### src/rtl/pi_gpio_rx.sv
// Raspberry Pi GPIO byte receiver: synchronizes strobe/data, captures one image frame, then waits for rearm.
// Optional idle-timeout abort in RECV is compiled in with PI_RX_TIMEOUT_EN.
module pi_gpio_rx #(
    parameter int FRAME_BYTES    = 1800,
    parameter int SYNC_STAGES    = 2,
    parameter int TIMEOUT_CYCLES = 65535
) (
    input  logic        pi_clk,
    input  logic        rst,
    input  logic [7:0]  pi_data,
    input  logic        pi_strobe,
    input  logic        rearm,
    output logic [7:0]  gpio_pin,
    output logic        write_enable,
    output logic [10:0] byte_count,
    output logic        frame_done,
    output logic        busy,
    output logic        overrun,
    output logic        timeout_err
);
    typedef enum logic [1:0] {IDLE = 2'd0, RECV = 2'd1, DONE = 2'd2} state_t;
    localparam logic [10:0] FRAME_LAST = 11'(FRAME_BYTES);

    logic [SYNC_STAGES-1:0] strobe_sync_r;
    logic [7:0]             data_sync_r [SYNC_STAGES];
    logic [SYNC_STAGES-1:0] settle_r;
    logic                   strobe_prev_r;
    logic                   strobe_s;
    logic                   edge_s;
    logic                   expire_s;
    logic [10:0]            count_inc_s;
    logic                   last_s;
    state_t                 state_r;
    state_t                 state_next_s;

    logic [7:0]  gpio_pin_r,     gpio_pin_next_s;
    logic        write_enable_r, write_enable_next_s;
    logic [10:0] byte_count_r,   byte_count_next_s;
    logic        frame_done_r,   frame_done_next_s;
    logic        overrun_r,      overrun_next_s;

    // Until the chain has refilled after reset, the previous-strobe register is held high
    // so a strobe already high at reset release is not mistaken for a rising edge.
    assign strobe_s    = strobe_sync_r[SYNC_STAGES-1];
    assign edge_s      = strobe_s & ~strobe_prev_r & settle_r[SYNC_STAGES-1];
    assign count_inc_s = (byte_count_r == FRAME_LAST) ? byte_count_r : byte_count_r + 11'd1;
    assign last_s      = (count_inc_s == FRAME_LAST);

    // Synchronizer chains for the asynchronous Pi signals plus edge-detect history.
    always_ff @(posedge pi_clk) begin
        if (rst) begin
            strobe_sync_r <= '0;
            settle_r      <= '0;
            strobe_prev_r <= 1'b0;
            for (int i = 0; i < SYNC_STAGES; i++) begin
                data_sync_r[i] <= 8'd0;
            end
        end else begin
            strobe_sync_r  <= {strobe_sync_r[SYNC_STAGES-2:0], pi_strobe};
            settle_r       <= {settle_r[SYNC_STAGES-2:0], 1'b1};
            strobe_prev_r  <= settle_r[SYNC_STAGES-1] ? strobe_s : 1'b1;
            data_sync_r[0] <= pi_data;
            for (int i = 1; i < SYNC_STAGES; i++) begin
                data_sync_r[i] <= data_sync_r[i-1];
            end
        end
    end

    // State register.
    always_ff @(posedge pi_clk) begin
        if (rst) begin
            state_r <= IDLE;
        end else begin
            state_r <= state_next_s;
        end
    end

    // Next-state logic.
    always_comb begin
        state_next_s = state_r;
        case (state_r)
            IDLE: begin
                if (edge_s) state_next_s = last_s ? DONE : RECV;
                else        state_next_s = IDLE;
            end
            RECV: begin
                if (edge_s)        state_next_s = last_s ? DONE : RECV;
                else if (expire_s) state_next_s = IDLE;
                else               state_next_s = RECV;
            end
            DONE: begin
                if (rearm) state_next_s = IDLE;
                else       state_next_s = DONE;
            end
            default: state_next_s = IDLE;
        endcase
    end

    // Output next-value logic; a rearm in DONE takes priority over a coincident edge.
    always_comb begin
        gpio_pin_next_s     = gpio_pin_r;
        write_enable_next_s = 1'b0;
        byte_count_next_s   = byte_count_r;
        frame_done_next_s   = 1'b0;
        overrun_next_s      = overrun_r;
        case (state_r)
            IDLE, RECV: begin
                if (edge_s) begin
                    gpio_pin_next_s     = data_sync_r[SYNC_STAGES-1];
                    write_enable_next_s = 1'b1;
                    byte_count_next_s   = count_inc_s;
                    frame_done_next_s   = last_s;
                end else if (expire_s) begin
                    byte_count_next_s   = 11'd0;
                end else begin
                    byte_count_next_s   = byte_count_r;
                end
            end
            DONE: begin
                if (rearm) begin
                    byte_count_next_s = 11'd0;
                    overrun_next_s    = 1'b0;
                end else if (edge_s) begin
                    overrun_next_s    = 1'b1;
                end else begin
                    overrun_next_s    = overrun_r;
                end
            end
            default: begin
                byte_count_next_s = 11'd0;
            end
        endcase
    end

    // Output registers.
    always_ff @(posedge pi_clk) begin
        if (rst) begin
            gpio_pin_r     <= 8'd0;
            write_enable_r <= 1'b0;
            byte_count_r   <= 11'd0;
            frame_done_r   <= 1'b0;
            overrun_r      <= 1'b0;
        end else begin
            gpio_pin_r     <= gpio_pin_next_s;
            write_enable_r <= write_enable_next_s;
            byte_count_r   <= byte_count_next_s;
            frame_done_r   <= frame_done_next_s;
            overrun_r      <= overrun_next_s;
        end
    end

    assign gpio_pin     = gpio_pin_r;
    assign write_enable = write_enable_r;
    assign byte_count   = byte_count_r;
    assign frame_done   = frame_done_r;
    assign busy         = (state_r == RECV);
    assign overrun      = overrun_r;

`ifdef PI_RX_TIMEOUT_EN
    localparam int TMO_W = $clog2(TIMEOUT_CYCLES + 1);
    logic [TMO_W-1:0] tmo_cnt_r;
    logic             timeout_err_r;

    assign expire_s = (state_r == RECV) && !edge_s &&
                      (tmo_cnt_r == TMO_W'(TIMEOUT_CYCLES - 1));

    // Idle-cycle counter, restarted by every edge and held at zero outside RECV.
    always_ff @(posedge pi_clk) begin
        if (rst) begin
            tmo_cnt_r <= '0;
        end else if ((state_r != RECV) || edge_s) begin
            tmo_cnt_r <= '0;
        end else begin
            tmo_cnt_r <= tmo_cnt_r + TMO_W'(1);
        end
    end

    // Sticky abort flag, cleared only by a rearm from DONE.
    always_ff @(posedge pi_clk) begin
        if (rst) begin
            timeout_err_r <= 1'b0;
        end else if ((state_r == DONE) && rearm) begin
            timeout_err_r <= 1'b0;
        end else if (expire_s) begin
            timeout_err_r <= 1'b1;
        end else begin
            timeout_err_r <= timeout_err_r;
        end
    end

    assign timeout_err = timeout_err_r;
`else
    // TIMEOUT_CYCLES has no role when the timeout is compiled out.
    assign expire_s    = 1'b0;
    assign timeout_err = 1'b0 & (TIMEOUT_CYCLES > 0);
`endif
endmodule

### config.mk
export PLATFORM = sky130hd
export DESIGN_NAME = pi_gpio_rx
export DESIGN_NICKNAME = d
export VERILOG_FILES = /design/src/rtl/pi_gpio_rx.sv
export SDC_FILE = /design/constraint.sdc
export NUM_CORES = 1
export LEC_CHECK = 0
export CORE_MARGIN = 2
export CORE_UTILIZATION = 40
export DETAILED_ROUTE_END_ITERATION = 8
export PLACE_DENSITY = 0.62
export SLEW_MARGIN = 20
export SYNTH_ARGS = -nofsm -noshare
export SYNTH_HDL_FRONTEND = slang
export SYNTH_SLANG_ARGS = --single-unit
### constraint.sdc
create_clock -name pi_clk -period 2.9 [get_ports pi_clk]
set_input_delay 0.58 -clock pi_clk [delete_from_list [all_inputs] [get_ports pi_clk]]
set_output_delay 0.58 -clock pi_clk [all_outputs]
set_load 0.1 [all_outputs]
After elaboration in Yosys (flattened, before gate mapping)
Memories as Yosys holds them, arrays and structs flattened. A register that Yosys moved wholly into a read port is not among the register bits.
Index checks and enable logic that the tools add are counted.
{ "totals": {"regBits": 21, "ram_bits": 16, "output_inout_bits": 24, "wordCells": 51, "n_memories": 1} }
{ "classes": {"n_addsub": 1, "n_eq_ne": 6, "muxes": 19, "bitwise": 7, "reduce_logical": 8} }
{ "mem_list": {"columns": ["name", "depth", "width", "rd", "rd_clocked_by_memory_dff", "wr", "line", "rtl"], "rows": [
  ["data_sync_r", 2, 8, 2, 1, 2, "25", "logic [7:0] data_sync_r [SYNC_STAGES];"]
]} }
{ "ops": {"columns": ["operator", "n"], "rows": [
  ["two-way mux 11 bit", 3],
  ["equality test 11 bit (second input constant)", 2],
  ["case mux 11 bit (2 select lines)", 1],
  ["two-way mux 8 bit", 2],
  ["adder 11 x 1 -> 11 bit (second input constant)", 1],
  ["two-way mux 1 bit", 8],
  ["two-way mux 2 bit", 4],
  ["case mux 2 bit (3 select lines)", 1],
  ["AND reduction 2 bit", 3],
  ["inequality test 2 bit (second input constant)", 2],
  ["OR reduction 2 bit", 2],
  ["inverter 1 bit", 3],
  ["OR reduction 3 bit", 1],
  ["bitwise AND 1 bit", 2],
  ["equality test 2 x 1 -> 1 bit (second input constant)", 1],
  ["equality test 2 bit (second input constant)", 1],
  ["zero test 2 bit", 1],
  ["OR 1 bit", 2],
  ["nonzero test 2 bit", 1]
]} }

Longest topological paths before layout
{ "logic_depth": {"word_depth": 6, "mapped_depth": 8} }

Worst setup path after synthesis
No wires, ideal clock.
{ "synth_timing": {"path_kind": "register to register", "startpoint": "reg byte_count_r[0] (netlist: byte_count[0])", "endpoint": "reg frame_done_r (netlist: frame_done)", "setup_ns": 0.115, "arrival_ns": 2.459, "t_required_ns": 2.785, "setup_slack_ns": 0.325, "path_stages_with_launch": 9, "path_buffers": 1, "period_less_slack_ns": 2.575, "path_cell_list": "dfxtp_1 > buf_2 > inv_1 > ha_1 > or4b_4 > nor4_4 > mux2i_1 > a2111oi_4 > and3_1"} }
{ "synth_via": {"elab_chain_len": 3, "word_cells_on_any_way": 4, "classes_between": "add/sub: 1; eq/ne: 2; mux: 1"} }
{ "synth_rtl": {"columns": ["item", "line", "rtl"], "rows": [
  ["start: declaration", "38", "logic [10:0] byte_count_r, byte_count_next_s;"],
  ["start signal: assignment", "146", "byte_count_r <= byte_count_next_s;"],
  ["adder 11 x 1 -> 11 bit / equality test 11 bit (equally long branches)", "46", "assign count_inc_s = (byte_count_r == FRAME_LAST) ? byte_count_r : byte_count_r + 11'd1;"],
  ["two-way mux 11 bit (*)", "46", null],
  ["equality test 11 bit (*)", "47", "assign last_s = (count_inc_s == FRAME_LAST);"],
  ["end signal: assignment", "147", "frame_done_r <= frame_done_next_s;"],
  ["end: declaration", "39", "logic frame_done_r, frame_done_next_s;"]
]} }
Mark *: on every way between the ends. The rest lies on a longest branch, timed or not.
A chain may end at the register's enable or synchronous reset.

Worst setup path in the final report
{ "layout_timing": {"startpoint": "reg byte_count_r[1] (netlist: byte_count[1])", "endpoint": "reg state_r[1]"} }
{ "layout_via": {"elab_chain_len": 6, "word_cells_on_any_way": 8, "classes_between": "add/sub: 1; eq/ne: 2; mux: 5"} }
{ "layout_rtl": {"columns": ["item", "line", "rtl"], "rows": [
  ["adder 11 x 1 -> 11 bit / equality test 11 bit (equally long branches)", "46", null],
  ["two-way mux 11 bit (*)", "46", null],
  ["equality test 11 bit (*)", "47", null],
  ["two-way mux 2 bit (*)", "83, 87", null],
  ["two-way mux 2 bit (on tied branches)", "87, 83", null],
  ["case mux 2 bit (3 select lines) (*)", "81", "case (state_r)"],
  ["end signal: assignment", "74", "state_r <= state_next_s;"],
  ["end: declaration", "33", "state_t state_r;"]
]} }
Marked as above.

==> impl_metrics.py <==
metrics = {
    "global_route": {
        "grt_max_degree": 19,
        "grt_pass1_vias": 1419,
        "grt_first_pass_wirelength_um": 6350,
        "overflow": 0,
        "grt_usage_pct": 15.3,
        "antenna_found_initial": 0,
    },
    "routing": {
        "antenna_left": 0,
        "num_vias": 1555,
        "wl_um": 3860,
        "drtIter0Drc": 96,
        "post-route-drc-count": 0,
        "viasPerCell": 5.20,
        "wl_per_cell_um": 12.9,
        "firstDrtPassIters": 4,
    },
    "flow_run": {
        "cap_viol_max_count": 0,
    },
    "synth": {
        "synthXorXnorAreaFrac_pct": 1.38,
        "synthTopCellsByCount": "dfxtp_1, o21ai_0, nor2b_1",
        "syn_inst": 214,
        "syn_avg_cell_area_um2": 8.90,
        "yosysMostFrequentCell": "dfxtp_1",
        "synthTopCellsByArea": "dfxtp_1, nor2b_1, o21ai_0",
        "synth_nets": 228,
        "synth_edf_count": 0,
        "yosysTopAreaCellShare_pct": 47.3,
        "ys.flop_type": "dfxtp_1",
        "ys_ff_latch": 45,
        "yosysWarnings": 0,
        "synth.cell_area_um2": 1900,
        "yosys.area.top_type": "dfxtp_1",
        "synth_top_family_by_area": "simple AND/OR/NAND/NOR gates",
        "synthArstFlopShare_pct": 0,
        "muxShareOfSynthArea_pct": 1.64,
        "yosysSeqAreaShare_pct": 47.3,
        "synth_compound_area_share_pct": 18.2,
        "synth_cell_types": 44,
        "synthAdderAreaFrac_pct": 1.31,
        "synth-simple-area-share_pct": 25.2,
    },
    "cts": {
        "h-tree-depth": 2,
        "holdBufCountCts": 0,
        "clock-root-buffer": "clkbuf_8",
        "clkSinkCount": 45,
        "postCtsSetupBuffers": 0,
        "clk-insertion-delay-late_ns": 0.30,
        "cts_resized": 0,
        "clock_path_buffers": 2,
        "clk_pin_slew_ns": 0.09,
        "cts_tree": "yes",
        "cts-buffers-inserted": 5,
    },
    "power": {
        "switching_share_pct": 20.6,
        "p_sw_mw": 0.244,
        "pwr-share-clk_pct": 41.5,
        "cellLeakagePower_nw": 0.906,
        "p_seq_share_pct": 53.8,
        "total_power_mw": 1.18,
        "peakVddDrop_mv": 0.320,
        "p_comb_share_pct": 4.7,
        "p_int_mw": 0.939,
        "power.density_nw_per_um2": 508,
    },
    "place": {
        "dp_cells": 291,
        "dpl_cell_area_um2": 2210,
        "port_buffers": 34,
        "gp_congestion": 0.832,
        "hpwl_um": 2720,
    },
    "final_layout": {
        "n_antenna_cell": 0,
        "syn_to_final_growth_pct": 22.3,
        "fin_cells": 299,
        "multiInputGateArea_um2": 912,
        "finalInstanceArea_um2": 2330,
        "layout-drive-gt1-share_pct": 16.3,
        "fillers": 449,
        "nets": 258,
        "regArea_um2": 901,
    },
    "sta": {
        "final-setup-viol-count": 0,
        "min_period_over_period_pct": 80.6,
        "timing.final.max_slew_violations": 0,
        "tightest_slew_ns": 0.639,
        "slew_headroom_pct": 57.2,
        "rsz0062_at_grt": "false",
        "skew_ns": 0.0137,
        "fmax_ghz": 0.428,
        "tns_ns": 0,
        "hold_violations": 0,
        "fin_crit_ns": 2.34,
        "holdWs_ns": 0.435,
    },
    "critical_path": {
        "startpoint_type": "flip-flop",
        "worstPathArrival_ns": 2.58,
        "path_class": "flip-flop to flip-flop",
        "worstPathRequired_ns": 3.14,
        "end_kind": "flip-flop",
        "slowest_stage": "dfxtp_1",
        "max_stage_delay_ns": 0.61,
        "crit_chain": "ha_1 -> nand2_1 -> or4_1 -> o311a_2 -> nor4_1 -> a21o_1",
        "critical_path.max_fanout": 13,
    },
    "floorplan": {
        "io_pins": 36,
        "die_area_um2": 5330,
        "num_rows": 25,
        "initial_core_util_pct": 40.9,
        "dieWidth_um": 73,
        "core_um2": 4660,
        "die_h_um": 73,
    },
    "outcome": {
        "status": "completed",
    },
    "hold_path": {
        "min_path_type": "flip-flop to flip-flop",
    },
}
[metal layers]
layer	up-vias	global-route usage [%]	wire (um)
met1	714	19.9	1900
met5	-	0	0
met4	0	6.79	48
met3	5	3.87	162
met2	32	23.9	1750
li1	804	-	-
[path summary, 6_finish.rpt]
path                                   startpoint          end  slack [ns]  cells past startpoint
worst max-delay path                byte_count[1]   state_r[1]        0.56                      6
worst max register to register      byte_count[1]   state_r[1]        0.56                      6
worst min register to register  data_sync_r[1][7]  gpio_pin[7]        0.44                      2
worst min-delay path            data_sync_r[1][7]  gpio_pin[7]        0.44                      2
[flip-flops by register name, summed over array words and instances (netlist names)]
| name | cells |
|---|---|
| state_r | 2 |
| gpio_pin | 8 |
| settle_r | 2 |
| overrun | 1 |
| byte_count | 11 |
| write_enable | 1 |
| strobe_prev_r | 1 |
| strobe_sync_r | 2 |
| data_sync_r | 16 |
| frame_done | 1 |
[power groups by stage]
| stage | Sequential [mW] | Combinational (mW) | Clock, mW |
|---|---|---|---|
| 2_1_floorplan | 0.654 | 0.0309 | 0 |
| 3_3_place_gp | 0.651 | 0.0560 | 0 |
| 3_5_place_dp | 0.651 | 0.0565 | 0 |
| 4_1_cts | 0.636 | 0.0568 | 0.501 |
| 5_1_grt | 0.639 | 0.0614 | 0.526 |
| 6_report | 0.636 | 0.0559 | 0.491 |
[worst max-delay path, delay by kind of cell (launching register included)]
| kind | cells | cell delay (ns) |
|---|---|---|
| AOI/OAI and AO/OA | 2 | 0.30 |
| adders and majority gates | 1 | 0.54 |
| DFF | 1 | 0.61 |
| and+or+nand+nor | 3 | 0.82 |
[layout make-up]
| class | count | area share [%] |
|---|---|---|
| clock inverters | 1 | 1.29 |
| well taps | 54 | 2.90 |
| repair buffers | 37 | 13.1 |
| flip-flops and latches | 45 | 38.7 |
| inverters | 7 | 1.13 |
| clock buffers | 7 | 3.71 |
| multi-input cells | 148 | 39.2 |
[logic make-up after synthesis]
logic type | count (synthesis)
xor+xnor | 3
mux | 3
other cells | 1
simple gates | 86
flops | 45
buf+inv | 21
compound gates | 53
fa+ha+maj | 2
[through the flow]
step	util [%]	setup WS, ns
global route	50.0	0.263
global placement	47.5	0.499
detailed placement	47.5	0.554
CTS	50.0	0.541
floorplan	-	0.325
finish	50.0	0.563
[layout by cell type (no fill, tap or decap), types with 2 or more instances in the layout]
cell type and instances:
nand4b_1 2, mux2i_1 2, dfxtp_1 45, and2_1 2, and3_1 4, nand2_1 18, clkbuf_8 6, clkdlybuf4s50_1 11
nand4_1 4, or4_1 2, o21ai_0 22, a21oi_1 12, nand2b_1 2, nand3_1 5, o31ai_1 3, xnor2_1 2
nor2_1 15, buf_4 26, nor2b_1 20, o211ai_1 2, ha_1 2, a31oi_1 2, a22o_1 2, inv_1 7
nor3_1 5, a211oi_1 2
No activity file was read; power rests on OpenSTA's default activity.
==> RTL edit (same settings) <==
The 3 states of `state_t` get a one-hot encoding in 3 bits.
--- a/src/rtl/pi_gpio_rx.sv
+++ b/src/rtl/pi_gpio_rx.sv
@@ -20,3 +20,3 @@
 );
-    typedef enum logic [1:0] {IDLE = 2'd0, RECV = 2'd1, DONE = 2'd2} state_t;
+    typedef enum logic [2:0] {IDLE = 3'b001, RECV = 3'b010, DONE = 3'b100} state_t;
     localparam logic [10:0] FRAME_LAST = 11'(FRAME_BYTES);
Behaviour: same outputs for any inputs over 10 cycles, from zero or initial values and one cycle with rst high; not proved beyond that.
==> RTL edit against the unedited design <==
  * Sequential cell count rose by 1
  * Die area decreased by 4.0%
  * Final area is 3.9% lower
  * Routed wire length down 3.7%
  * Area after synthesis is 4.3% lower
  * Power down 6.0%
  * Maximum frequency grew 7.4%
  * Setup slack better by 0.16 ns
  * Clock power decreased by 17%
  * Largest cell class is now registers
==> RTL edit: results (changes against the unedited design) <==
[grt]
grt_pass1_wl_um = 6040  ; was 6350 um
groute.usage.overall_pct = 15.0  ; was 15.3%
grt_max_degree = 23  ; was 19
vias_in_the_first_global_route = 1293  ; was 1,419

[synthesis]
netlist-cell-type-count = 41  ; was 44
netlist_top_cells_count = sky130_fd_sc_hd__dfxtp_1, sky130_fd_sc_hd__nand2_1, sky130_fd_sc_hd__a21oi_1  ; was sky130_fd_sc_hd__dfxtp_1, sky130_fd_sc_hd__o21ai_0, sky130_fd_sc_hd__nor2b_1
synth_area_per_cell_um2 = 8.89  ; was 8.90 um2
synth_fp_nets = 219  ; was 228
synth-seq-area-share_pct = 50.5  ; was 47.3%
yosys_most_used_dff = sky130_fd_sc_hd__dfxtp_1  ; unchanged

[clock_tree]
ctsRootBufferMaster = sky130_fd_sc_hd__clkbuf_8  ; unchanged
cts.repair.resized = 0  ; unchanged

[final_layout]
max_flop_register = data_sync_r  ; unchanged
nNetsFinal = 251  ; was 258
drive_gt1_share_pct = 15.5  ; was 16.3%
largest_reg_flops = 16  ; unchanged

[power_and_ir_drop]
ir_drop_worst_vdd_uv = 275  ; was 320 uV
power_leakage_nw = 0.857  ; was 0.906 nW

[min_path]
hold_path.startpoint = data_sync_r[1][5]$_SDFF_PP0_  ; was data_sync_r[1][7]$_SDFF_PP0_
holdPathEnd = gpio_pin[5]$_SDFFE_PP0P_  ; was gpio_pin[7]$_SDFFE_PP0P_

[placed_design]
gp_routability_congestion = 0.817  ; was 0.832
hpwl_um = 2410  ; was 2720 um
numPortBuffers = 34  ; unchanged
placedInstanceArea_mm2 = 0.00214  ; was 0.00221 mm2
dp.cells = 282  ; was 291

[critical_path]
cp_data_arrival_time_ns = 2.36  ; was 2.58 ns
critPathMaxStageDelay_ns = 0.44  ; was 0.61 ns
crit_path_max_fanout = 8  ; was 13
worst-r2r-setup-slack_ns = 0.72  ; was 0.56 ns
worst_r2r_startpoint = byte_count[0]$_SDFFE_PP0P_  ; was byte_count[1]$_SDFFE_PP0P_

[routing]
avgViaCountPerCell = 5.11  ; was 5.20
routed_wire_length_per_instance_um = 12.8  ; was 12.9 um
total_via_count_after_detailed_routing = 1482  ; was 1,555
first_iter_violations = 69  ; was 96

[outcome]
outcome = complete, no violations  ; unchanged

[sta]
timing_worst_slew_pin_value_ns = 0.735  ; was 0.639 ns
final.setup_skew_ns = 0.00428  ; was 0.0137 ns

[RTL edit: worst max-delay path by stage]
stage,startpoint,end,cells after the start
finish,byte_count[0]$_SDFFE_PP0P_,state_r[1]$_SDFF_PP0_,6
global route,byte_count[0]$_SDFFE_PP0P_,state_r[1]$_SDFF_PP0_,6
CTS,byte_count[0]$_SDFFE_PP0P_,state_r[1]$_SDFF_PP0_,6
detailed placement,rearm,byte_count[10]$_SDFFE_PP0P_,5
global placement,rearm,byte_count[7]$_SDFFE_PP0P_,5
floorplan,byte_count[0]$_SDFFE_PP0P_,state_r[1]$_SDFF_PP0_,7
[RTL edit: cell families after synthesis]
group | synth area share (%)
buf+inv | 4.32
xor+xnor | 1.44
compound gates | 15.0
fa+ha+maj | 1.37
flops | 50.5
other cells | 0.206
simple gates | 27.2
[RTL edit: cell type report]
type,instances,area (um2)
flip-flops and latches,46,921
clock inverters,1,8.76
well taps,52,65.1
multi-input cells,142,833
repair buffers,37,305
clock buffers,7,86.3
inverters,5,18.8
fillers,422,2150
[RTL edit: power breakdown]
| part | internal, mW | total [mW] | switching (mW) |
|---|---|---|---|
| Clock | 0.197 | 0.407 | 0.210 |
| Combinational | 0.0256 | 0.0551 | 0.0295 |
| Sequential | 0.646 | 0.650 | 0.00416 |
| Total | 0.868 | 1.11 | 0.244 |
[RTL edit: per-stage QoR]
step | hold slack, ns | setup slack (ns)
after global routing | 0.450 | 0.541
after detailed placement | 0.424 | 0.450
after global placement | 0.416 | 0.478
after floorplan | 0.414 | 0.205
final | 0.434 | 0.725
after CTS | 0.438 | 0.748
[RTL edit: routing by layer]
metal	GRT usage, %	vias to the layer above	part of all wire [%]
li1	-	775	-
met1	20.6	674	51
met2	21.8	27	44
met3	4.64	6	3.4
met4	6.29	0	1.8
met5	0	-	0
